File: src/rtl/ad98xx_cfg_pkg.sv
// Shared types and elaboration-time helpers for the AD98xx serial register
// port master.
//   state_t    : controller state encoding
//   frame_w    : total serial frame width {rw, addr, dc, data}
//   dev_w      : width of the device index (at least one bit)
//   cnt_w      : width of the half-period counter for a given divider
//   off_*      : bit position of the least significant bit of each frame field
package ad98xx_cfg_pkg;

    typedef enum logic [2:0] {
        ST_IDLE  = 3'd0,
        ST_SHIFT = 3'd1,
        ST_HOLD  = 3'd2,
        ST_GAP   = 3'd3,
        ST_RESP  = 3'd4
    } state_t;

    function automatic int frame_w(input int addr_w, input int dc_w, input int data_w);
        return 1 + addr_w + dc_w + data_w;
    endfunction

    function automatic int dev_w(input int num_dev);
        return (num_dev > 1) ? $clog2(num_dev) : 1;
    endfunction

    function automatic int cnt_w(input int clk_div);
        return (clk_div > 1) ? $clog2(clk_div) : 1;
    endfunction

    function automatic int off_rw(input int addr_w, input int dc_w, input int data_w);
        return addr_w + dc_w + data_w;
    endfunction

    function automatic int off_addr(input int dc_w, input int data_w);
        return dc_w + data_w;
    endfunction

    function automatic int off_dc(input int data_w);
        return data_w;
    endfunction

    function automatic int off_data();
        return 0;
    endfunction

endpackage

File: src/rtl/ad98xx_serial_cfg_if.sv
// Command/response handshake bundle between a host and the AD98xx serial
// register port master.
//   cmd_valid/cmd_ready : command handshake, cmd_word = {rw, addr, dc, data}
//   cmd_dev             : target device index
//   rsp_valid/rsp_ready : response handshake
//   rsp_word            : header echo plus written or read-back data
//   rsp_err             : device index was out of range, no frame issued
// Modports: master = host side, slave = serial port master side.
interface ad98xx_serial_cfg_if #(
    parameter int FRAME_W = 16,
    parameter int DEV_W   = 1
) ();

    logic               cmd_valid;
    logic               cmd_ready;
    logic [FRAME_W-1:0] cmd_word;
    logic [DEV_W-1:0]   cmd_dev;
    logic               rsp_valid;
    logic               rsp_ready;
    logic [FRAME_W-1:0] rsp_word;
    logic               rsp_err;

    modport master (
        output cmd_valid, cmd_word, cmd_dev, rsp_ready,
        input  cmd_ready, rsp_valid, rsp_word, rsp_err
    );

    modport slave (
        input  cmd_valid, cmd_word, cmd_dev, rsp_ready,
        output cmd_ready, rsp_valid, rsp_word, rsp_err
    );

endinterface

File: src/rtl/ad98xx_sclk_gen.sv
// Serial clock generator: divides clk into SCLK half-periods of CLK_DIV cycles.
//   clk, rst_n  : system clock, asynchronous active-low reset
//   enable      : counter runs while high, held at zero otherwise
//   toggle_en   : level toggles on half ticks while high, forced low otherwise
//   half_tick   : last clk cycle of the current half-period
//   sclk_level  : registered SCLK level, starts each enabled period low
module ad98xx_sclk_gen
    import ad98xx_cfg_pkg::*;
#(
    parameter int CLK_DIV = 4
) (
    input  logic clk,
    input  logic rst_n,
    input  logic enable,
    input  logic toggle_en,
    output logic half_tick,
    output logic sclk_level
);

    localparam int CNT_W = cnt_w(CLK_DIV);
    localparam logic [CNT_W-1:0] CNT_LAST = CNT_W'(CLK_DIV - 1);

    logic [CNT_W-1:0] cnt_q;

    assign half_tick = enable && (cnt_q == CNT_LAST);

    always_ff @(posedge clk or negedge rst_n) begin
        if (!rst_n) begin
            cnt_q      <= '0;
            sclk_level <= 1'b0;
        end else begin
            if (!enable || half_tick) begin
                cnt_q <= '0;
            end else begin
                cnt_q <= cnt_q + 1'b1;
            end

            if (!toggle_en) begin
                sclk_level <= 1'b0;
            end else if (half_tick) begin
                sclk_level <= ~sclk_level;
            end
        end
    end

endmodule

File: src/rtl/ad98xx_serial_cfg.sv
// Master for the 3-wire SCLK/SLOAD/SDATA register port of AD98xx CCD front
// ends. One command at a time is shifted out MSB first on a divided SCLK; the
// response carries the header echo plus written data or sampled readback.
//   clk, rst_n          : system clock, asynchronous active-low reset
//   host                : command/response handshake (slave modport)
//   sclk                : registered serial clock, idles low
//   sload_n[NUM_DEV]    : per-device load strobe, active low
//   sdata_o/oe, sdata_i : SDATA tristate split, pad buffer lives above
//   busy                : controller is not idle
module ad98xx_serial_cfg
    import ad98xx_cfg_pkg::*;
#(
    parameter int ADDR_W  = 3,
    parameter int DC_W    = 3,
    parameter int DATA_W  = 9,
    parameter int NUM_DEV = 1,
    parameter int CLK_DIV = 4
) (
    input  logic               clk,
    input  logic               rst_n,
    ad98xx_serial_cfg_if.slave host,
    output logic               sclk,
    output logic [NUM_DEV-1:0] sload_n,
    output logic               sdata_o,
    output logic               sdata_oe,
    input  logic               sdata_i,
    output logic               busy
);

    localparam int FRAME_W = frame_w(ADDR_W, DC_W, DATA_W);
    localparam int DEV_W   = dev_w(NUM_DEV);
    localparam int IDX_W   = $clog2(FRAME_W);

    localparam logic [IDX_W-1:0] IDX_TOP     = IDX_W'(FRAME_W - 1);
    localparam logic [IDX_W-1:0] IDX_RW      = IDX_W'(off_rw(ADDR_W, DC_W, DATA_W));
    localparam logic [IDX_W-1:0] IDX_ADDR_LO = IDX_W'(off_addr(DC_W, DATA_W));
    localparam logic [IDX_W-1:0] IDX_DC_LO   = IDX_W'(off_dc(DATA_W));

    state_t             state_q, state_d;
    logic [FRAME_W-1:0] word_q, word_d;
    logic [DEV_W-1:0]   dev_q, dev_d;
    logic [IDX_W-1:0]   idx_q, idx_d;
    logic [DATA_W-1:0]  rd_q, rd_d;
    logic               err_q, err_d;

    logic [NUM_DEV-1:0] sload_n_q, sload_n_d;
    logic               sdata_o_q, sdata_o_d;
    logic               sdata_oe_q, sdata_oe_d;
    logic [FRAME_W-1:0] rsp_word_q, rsp_word_d;
    logic               cmd_ready_q, rsp_valid_q, busy_q;

    logic half_tick;
    logic sclk_level;
    logic gen_enable;
    logic gen_toggle;
    logic dev_ok;

    assign gen_enable = (state_q == ST_SHIFT) || (state_q == ST_HOLD) || (state_q == ST_GAP);
    assign gen_toggle = (state_q == ST_SHIFT);
    assign dev_ok     = (32'(host.cmd_dev) < 32'(NUM_DEV));

    ad98xx_sclk_gen #(
        .CLK_DIV (CLK_DIV)
    ) u_sclk_gen (
        .clk        (clk),
        .rst_n      (rst_n),
        .enable     (gen_enable),
        .toggle_en  (gen_toggle),
        .half_tick  (half_tick),
        .sclk_level (sclk_level)
    );

    always_comb begin
        state_d = state_q;
        word_d  = word_q;
        dev_d   = dev_q;
        idx_d   = idx_q;
        rd_d    = rd_q;
        err_d   = err_q;

        unique case (state_q)
            ST_IDLE: begin
                if (host.cmd_valid) begin
                    word_d = host.cmd_word;
                    dev_d  = host.cmd_dev;
                    idx_d  = IDX_TOP;
                    rd_d   = '0;
                    err_d  = !dev_ok;
                    state_d = dev_ok ? ST_SHIFT : ST_RESP;
                end
            end
            ST_SHIFT: begin
                // A tick while SCLK is high closes the current bit.
                if (half_tick && sclk_level) begin
                    if (word_q[IDX_RW] && (idx_q < IDX_DC_LO)) begin
                        rd_d = DATA_W'({rd_q, sdata_i});
                    end
                    if (idx_q == '0) begin
                        state_d = ST_HOLD;
                    end else begin
                        idx_d = idx_q - 1'b1;
                    end
                end
            end
            ST_HOLD: begin
                if (half_tick) begin
                    state_d = ST_GAP;
                end
            end
            ST_GAP: begin
                if (half_tick) begin
                    state_d = ST_RESP;
                end
            end
            ST_RESP: begin
                if (host.rsp_ready) begin
                    state_d = ST_IDLE;
                end
            end
            default: state_d = ST_IDLE;
        endcase

        // Pin outputs are registered from the next state so they line up
        // with the state they belong to.
        sload_n_d  = '1;
        sdata_o_d  = 1'b0;
        sdata_oe_d = 1'b0;
        if ((state_d == ST_SHIFT) || (state_d == ST_HOLD)) begin
            sload_n_d = ~(NUM_DEV'(1) << dev_d);
        end
        if (state_d == ST_SHIFT) begin
            sdata_oe_d = (idx_d >= IDX_ADDR_LO) || ((idx_d < IDX_DC_LO) && !word_d[IDX_RW]);
            sdata_o_d  = sdata_oe_d && word_d[idx_d];
        end

        rsp_word_d = rsp_word_q;
        if ((state_d == ST_RESP) && (state_q != ST_RESP)) begin
            rsp_word_d = {word_d[FRAME_W-1:DATA_W],
                          word_d[IDX_RW] ? rd_d : word_d[DATA_W-1:0]};
        end
    end

    always_ff @(posedge clk or negedge rst_n) begin
        if (!rst_n) begin
            state_q     <= ST_IDLE;
            word_q      <= '0;
            dev_q       <= '0;
            idx_q       <= '0;
            rd_q        <= '0;
            err_q       <= 1'b0;
            sload_n_q   <= '1;
            sdata_o_q   <= 1'b0;
            sdata_oe_q  <= 1'b0;
            rsp_word_q  <= '0;
            cmd_ready_q <= 1'b1;
            rsp_valid_q <= 1'b0;
            busy_q      <= 1'b0;
        end else begin
            state_q     <= state_d;
            word_q      <= word_d;
            dev_q       <= dev_d;
            idx_q       <= idx_d;
            rd_q        <= rd_d;
            err_q       <= err_d;
            sload_n_q   <= sload_n_d;
            sdata_o_q   <= sdata_o_d;
            sdata_oe_q  <= sdata_oe_d;
            rsp_word_q  <= rsp_word_d;
            cmd_ready_q <= (state_d == ST_IDLE);
            rsp_valid_q <= (state_d == ST_RESP);
            busy_q      <= (state_d != ST_IDLE);
        end
    end

    assign sclk           = sclk_level;
    assign sload_n        = sload_n_q;
    assign sdata_o        = sdata_o_q;
    assign sdata_oe       = sdata_oe_q;
    assign busy           = busy_q;
    assign host.cmd_ready = cmd_ready_q;
    assign host.rsp_valid = rsp_valid_q;
    assign host.rsp_word  = rsp_word_q;
    assign host.rsp_err   = err_q;

endmodule

File: src/flat_wrapper.sv
// flat-port wrapper written by rule: the top's interface ports become plain ports
module ad98xx_serial_cfg_flat import ad98xx_cfg_pkg::*;
#(
    parameter int ADDR_W  = 3,
    parameter int DC_W    = 3,
    parameter int DATA_W  = 9,
    parameter int NUM_DEV = 1,
    parameter int CLK_DIV = 4
)
  (clk, rst_n, sclk, sload_n, sdata_o, sdata_oe, sdata_i, busy, host_cmd_valid, host_cmd_word, host_cmd_dev, host_rsp_ready, host_cmd_ready, host_rsp_valid, host_rsp_word, host_rsp_err);
  ad98xx_serial_cfg_if #(.FRAME_W(16), .DEV_W(1)) host_i ();
  input  logic clk;
  input  logic rst_n;
  output logic sclk;
  output logic [NUM_DEV-1:0] sload_n;
  output logic sdata_o;
  output logic sdata_oe;
  input  logic sdata_i;
  output logic busy;
  input wire logic [$bits(host_i.cmd_valid)-1:0] host_cmd_valid;
  input wire logic [$bits(host_i.cmd_word)-1:0] host_cmd_word;
  input wire logic [$bits(host_i.cmd_dev)-1:0] host_cmd_dev;
  input wire logic [$bits(host_i.rsp_ready)-1:0] host_rsp_ready;
  output wire logic [$bits(host_i.cmd_ready)-1:0] host_cmd_ready;
  output wire logic [$bits(host_i.rsp_valid)-1:0] host_rsp_valid;
  output wire logic [$bits(host_i.rsp_word)-1:0] host_rsp_word;
  output wire logic [$bits(host_i.rsp_err)-1:0] host_rsp_err;
  assign host_i.cmd_valid = host_cmd_valid;
  assign host_i.cmd_word = host_cmd_word;
  assign host_i.cmd_dev = host_cmd_dev;
  assign host_i.rsp_ready = host_rsp_ready;
  assign host_cmd_ready = host_i.cmd_ready;
  assign host_rsp_valid = host_i.rsp_valid;
  assign host_rsp_word = host_i.rsp_word;
  assign host_rsp_err = host_i.rsp_err;
  ad98xx_serial_cfg #(.ADDR_W(ADDR_W), .DC_W(DC_W), .DATA_W(DATA_W), .NUM_DEV(NUM_DEV), .CLK_DIV(CLK_DIV)) u_core (.clk(clk), .rst_n(rst_n), .host(host_i), .sclk(sclk), .sload_n(sload_n), .sdata_o(sdata_o), .sdata_oe(sdata_oe), .sdata_i(sdata_i), .busy(busy));
endmodule
File: config.mk
export PLATFORM = sky130hd
export DESIGN_NAME = ad98xx_serial_cfg_flat
export DESIGN_NICKNAME = d
export VERILOG_FILES = /design/src/rtl/ad98xx_cfg_pkg.sv /design/src/rtl/ad98xx_serial_cfg_if.sv /design/src/rtl/ad98xx_sclk_gen.sv /design/src/rtl/ad98xx_serial_cfg.sv /design/src/flat_wrapper.sv
export SDC_FILE = /design/constraint.sdc
export NUM_CORES = 1
export LEC_CHECK = 0
export BUFFER_PORTS_ARGS = -buffer_cell sky130_fd_sc_hd__clkbuf_2
export CAP_MARGIN = 40
export CORE_UTILIZATION = 56
export DETAILED_ROUTE_END_ITERATION = 7
export GPL_ROUTABILITY_DRIVEN = 0
export PLACE_DENSITY = 0.84
export SETUP_SLACK_MARGIN = 0.15
export SLEW_MARGIN = 5
export SYNTH_ARGS = -nofsm -noshare
export SYNTH_HDL_FRONTEND = slang
export SYNTH_SLANG_ARGS = --single-unit
File: constraint.sdc
create_clock -name clk -period 3.6 [get_ports clk]
set_clock_uncertainty 0.1 [all_clocks]
set_input_delay 0.36 -clock clk [delete_from_list [all_inputs] [get_ports clk]]
set_output_delay 0.36 -clock clk [all_outputs]
set_load 0.02 [all_outputs]
==> flow_summary.ini <==
[clocking]
cts_resized = 0
hold_buffers = 1
cts_buffers = 9
tritoncts = built
cts_setup_buffers = 0
clk_latency_ns = 0.33
cts_htree_levels = 3
clock-root-buffer = clkbuf_8
cts_buffer_depth = 2
cts_sinks = 59
path_clk_slew_ns = 0.07

[timing]
tightest_slew_ns = 0.599
period_minus_slack_ns = 2.87
hold_violations = 0
maxSlewHeadroom_pct = 60.0
max_freq_ghz = 0.348
final_max_slew_viol_count = 0
rsz0062_at_grt = no
finalSetupViolCount = 0
min_period_over_period_pct = 79.8
fin_tns_setup_ns = 0

[placed_design]
portBuffers = 45
place_inst = 394
dp_hpwl_um = 4210

[synthesis]
synth-edff-count = 0
synthesis.nets = 316
synth_area_leaders = dfrtp_1 51%, nand2_1 12%, mux2i_1 5.4%
yosys-top-cells-count = 86 x nand2_1, 57 x dfrtp_1, 21 x o21ai_0
ys_seq_area_share_pct = 53.2
yosys.area.top_type = dfrtp_1
synth_top_area_share_pct = 51.3
yosysMostFrequentCell = nand2_1
syn_area_um2 = 2780
ys_types = 49
avgSynthCellArea_um2 = 9.52
synthFlopType = dfrtp_1
ys_ff_latch = 59
yosysWarnings = 0
async_reset_ff_share_pct = 100
synthCells = 292

[routing]
first_iter_violations = 105
drc = 0
dr.pass1.iters = 4
postRouteAntennaNets = 0
wl_um = 5820
vias = 2241
via_per_inst = 5.45
wire_per_inst_um = 14.2

[final_layout]
stdcell_count = 411
fin_nets = 363
drive_gt1_share_pct = 23.5
syn_to_final_growth_pct = 18.2
fill_cells = 376
regArea_um2 = 1480
multi_input_area_um2 = 1200
antenna_cells = 0

[global_route]
grt_pass1_vias = 2159
grt_first_pass_wirelength_um = 9740
grt_max_degree = 35
grt_antenna_before_repair = 0
track_usage_pct = 25.0
grt_overflow_total = 0

[floorplan]
fp.dieH_um = 72.5
die_x_um = 72.5
fp-row-count = 25
coreArea_um2 = 4750
initial_core_util_pct = 58.5
num_io_pins = 46
die-area_um2 = 5250

[worst_setup_path]
crit_required_ns = 3.77
end_kind = flip-flop
cpPeakStageDelay_ns = 0.60
start_kind = flip-flop
path_max_fanout = 11
path_class = reg2reg
cp-startpoint = u_core.idx_q[0]
critPathSlowestCell = dfrtp_1
path_cells = inv_1, ha_1, a211oi_4, mux2i_1, mux2_2, a31oi_1, and4bb_1
r2r_start = u_core.idx_q[0]
worstPathArrival_ns = 3.04

[outcome]
status = finished clean

[pwr]
powerDensity_nw_per_um2 = 798
p_leak_nw = 1.62
vdd_drop_max_v = 0.000464

[job]
cap_violations = 0

[hold_path]
min_path_type = in2reg
min_from = host_cmd_word[14]
## layout make-up
class                   count  share of cell area (%)
well taps                  67                    2.55
clock buffers              10                    4.19
clock inverters             6                    1.68
flip-flops and latches     59                    45.0
multi-input cells         209                    36.6
inverters                   7                   0.800
repair buffers             53                    9.14
## layout by cell type, fill, tap and decap left out, drive strengths merged, types with 2 or more instances in the layout
cell    count
clkbuf     55
clkinv      5
buf         7
nand3b      2
nor2       15
mux2        3
mux2i      15
a21oi       6
dfstp       2
o21ai      25
nand3       5
a211oi      5
o311ai      2
nor4b       2
a31oi       8
inv         7
nand4       2
ha          2
and3        2
nor3b       3
nor3        5
xnor2       3
nand2      87
dfrtp      57
or3         2
## state kept, by name, indices dropped and copies added, names as in the netlist, 2 cells and up
register                 count
u_core.state_q               3
u_core.word_q               16
u_core.u_sclk_gen.cnt_q      2
u_core.rd_q                  9
u_core.host.rsp_word        16
u_core.idx_q                 4
## power breakdown
part           leakage (nW)  switching [W]  internal [W]
clock                 0.106       0.000256      0.000332
sequential            0.720       0.000166      0.000898
combinational         0.794       0.000564      0.000407
## layer usage
layer / wire, µm / vias to the layer above / track usage (%) / part of all wire [%]
met1: 2620 / 1070 / 31.1 / 45
met2: 2740 / 61 / 38.6 / 47
li1: - / 1098 / - / -
met4: 140 / 0 / 13.5 / 2.4
met3: 315 / 12 / 8.61 / 5.4
met5: 0 / - / 0 / 0
## worst max-delay path: cells and delay by family (launching register included)
kind            cells  cell delay, ns
mux                 2            0.84
compound gates      2            0.63
flops               1            0.60
fa+ha+maj           1            0.32
simple gates        1            0.20
buf+inv             1            0.11
## kinds of logic after synthesis
| group | synth area share (%) |
|---|---|
| and+or+nand+nor | 21.2 |
| xor gates and xnor gates | 1.22 |
| AOI/OAI and AO/OA | 12.4 |
| muxes | 7.43 |
| adders and majority gates | 0.900 |
| buffers and inverters | 3.74 |
| DFF | 53.2 |
## through the flow
| step | cell area [µm²] | hold slack [ns] | total power (W) | worst slack (ns) | utilization (%) |
|---|---|---|---|---|---|
| final | 3290 | 0.139 | 0.00262 | 0.726 | 69.1 |
| after CTS | 3290 | 0.127 | 0.00263 | 0.752 | 69.1 |
| after floorplan | 2780 | -0.0356 | 0.00176 | 0.778 | - |
| after detailed placement | 3080 | 0.255 | 0.00204 | 0.774 | 64.8 |
| after global routing | 3290 | 0.128 | 0.00280 | 0.567 | 69.1 |
| after global placement | 3060 | 0.334 | 0.00199 | 0.860 | 64.3 |
## final timing paths
path	slack (ns)	endpoint	cells past startpoint
worst min register to register	0.35	u_core.u_sclk_gen.cnt_q[0]	1
worst min-delay path	0.14	u_core.word_q[14]	3
min in group asynchronous	0.44	u_core.host.rsp_word[9]	3
worst max register to register	0.73	u_core.sdata_o	7
worst max-delay path	0.73	u_core.sdata_o	7
max in group asynchronous	2.46	u_core.sload_n	4
(Power assumes the default switching activity.)
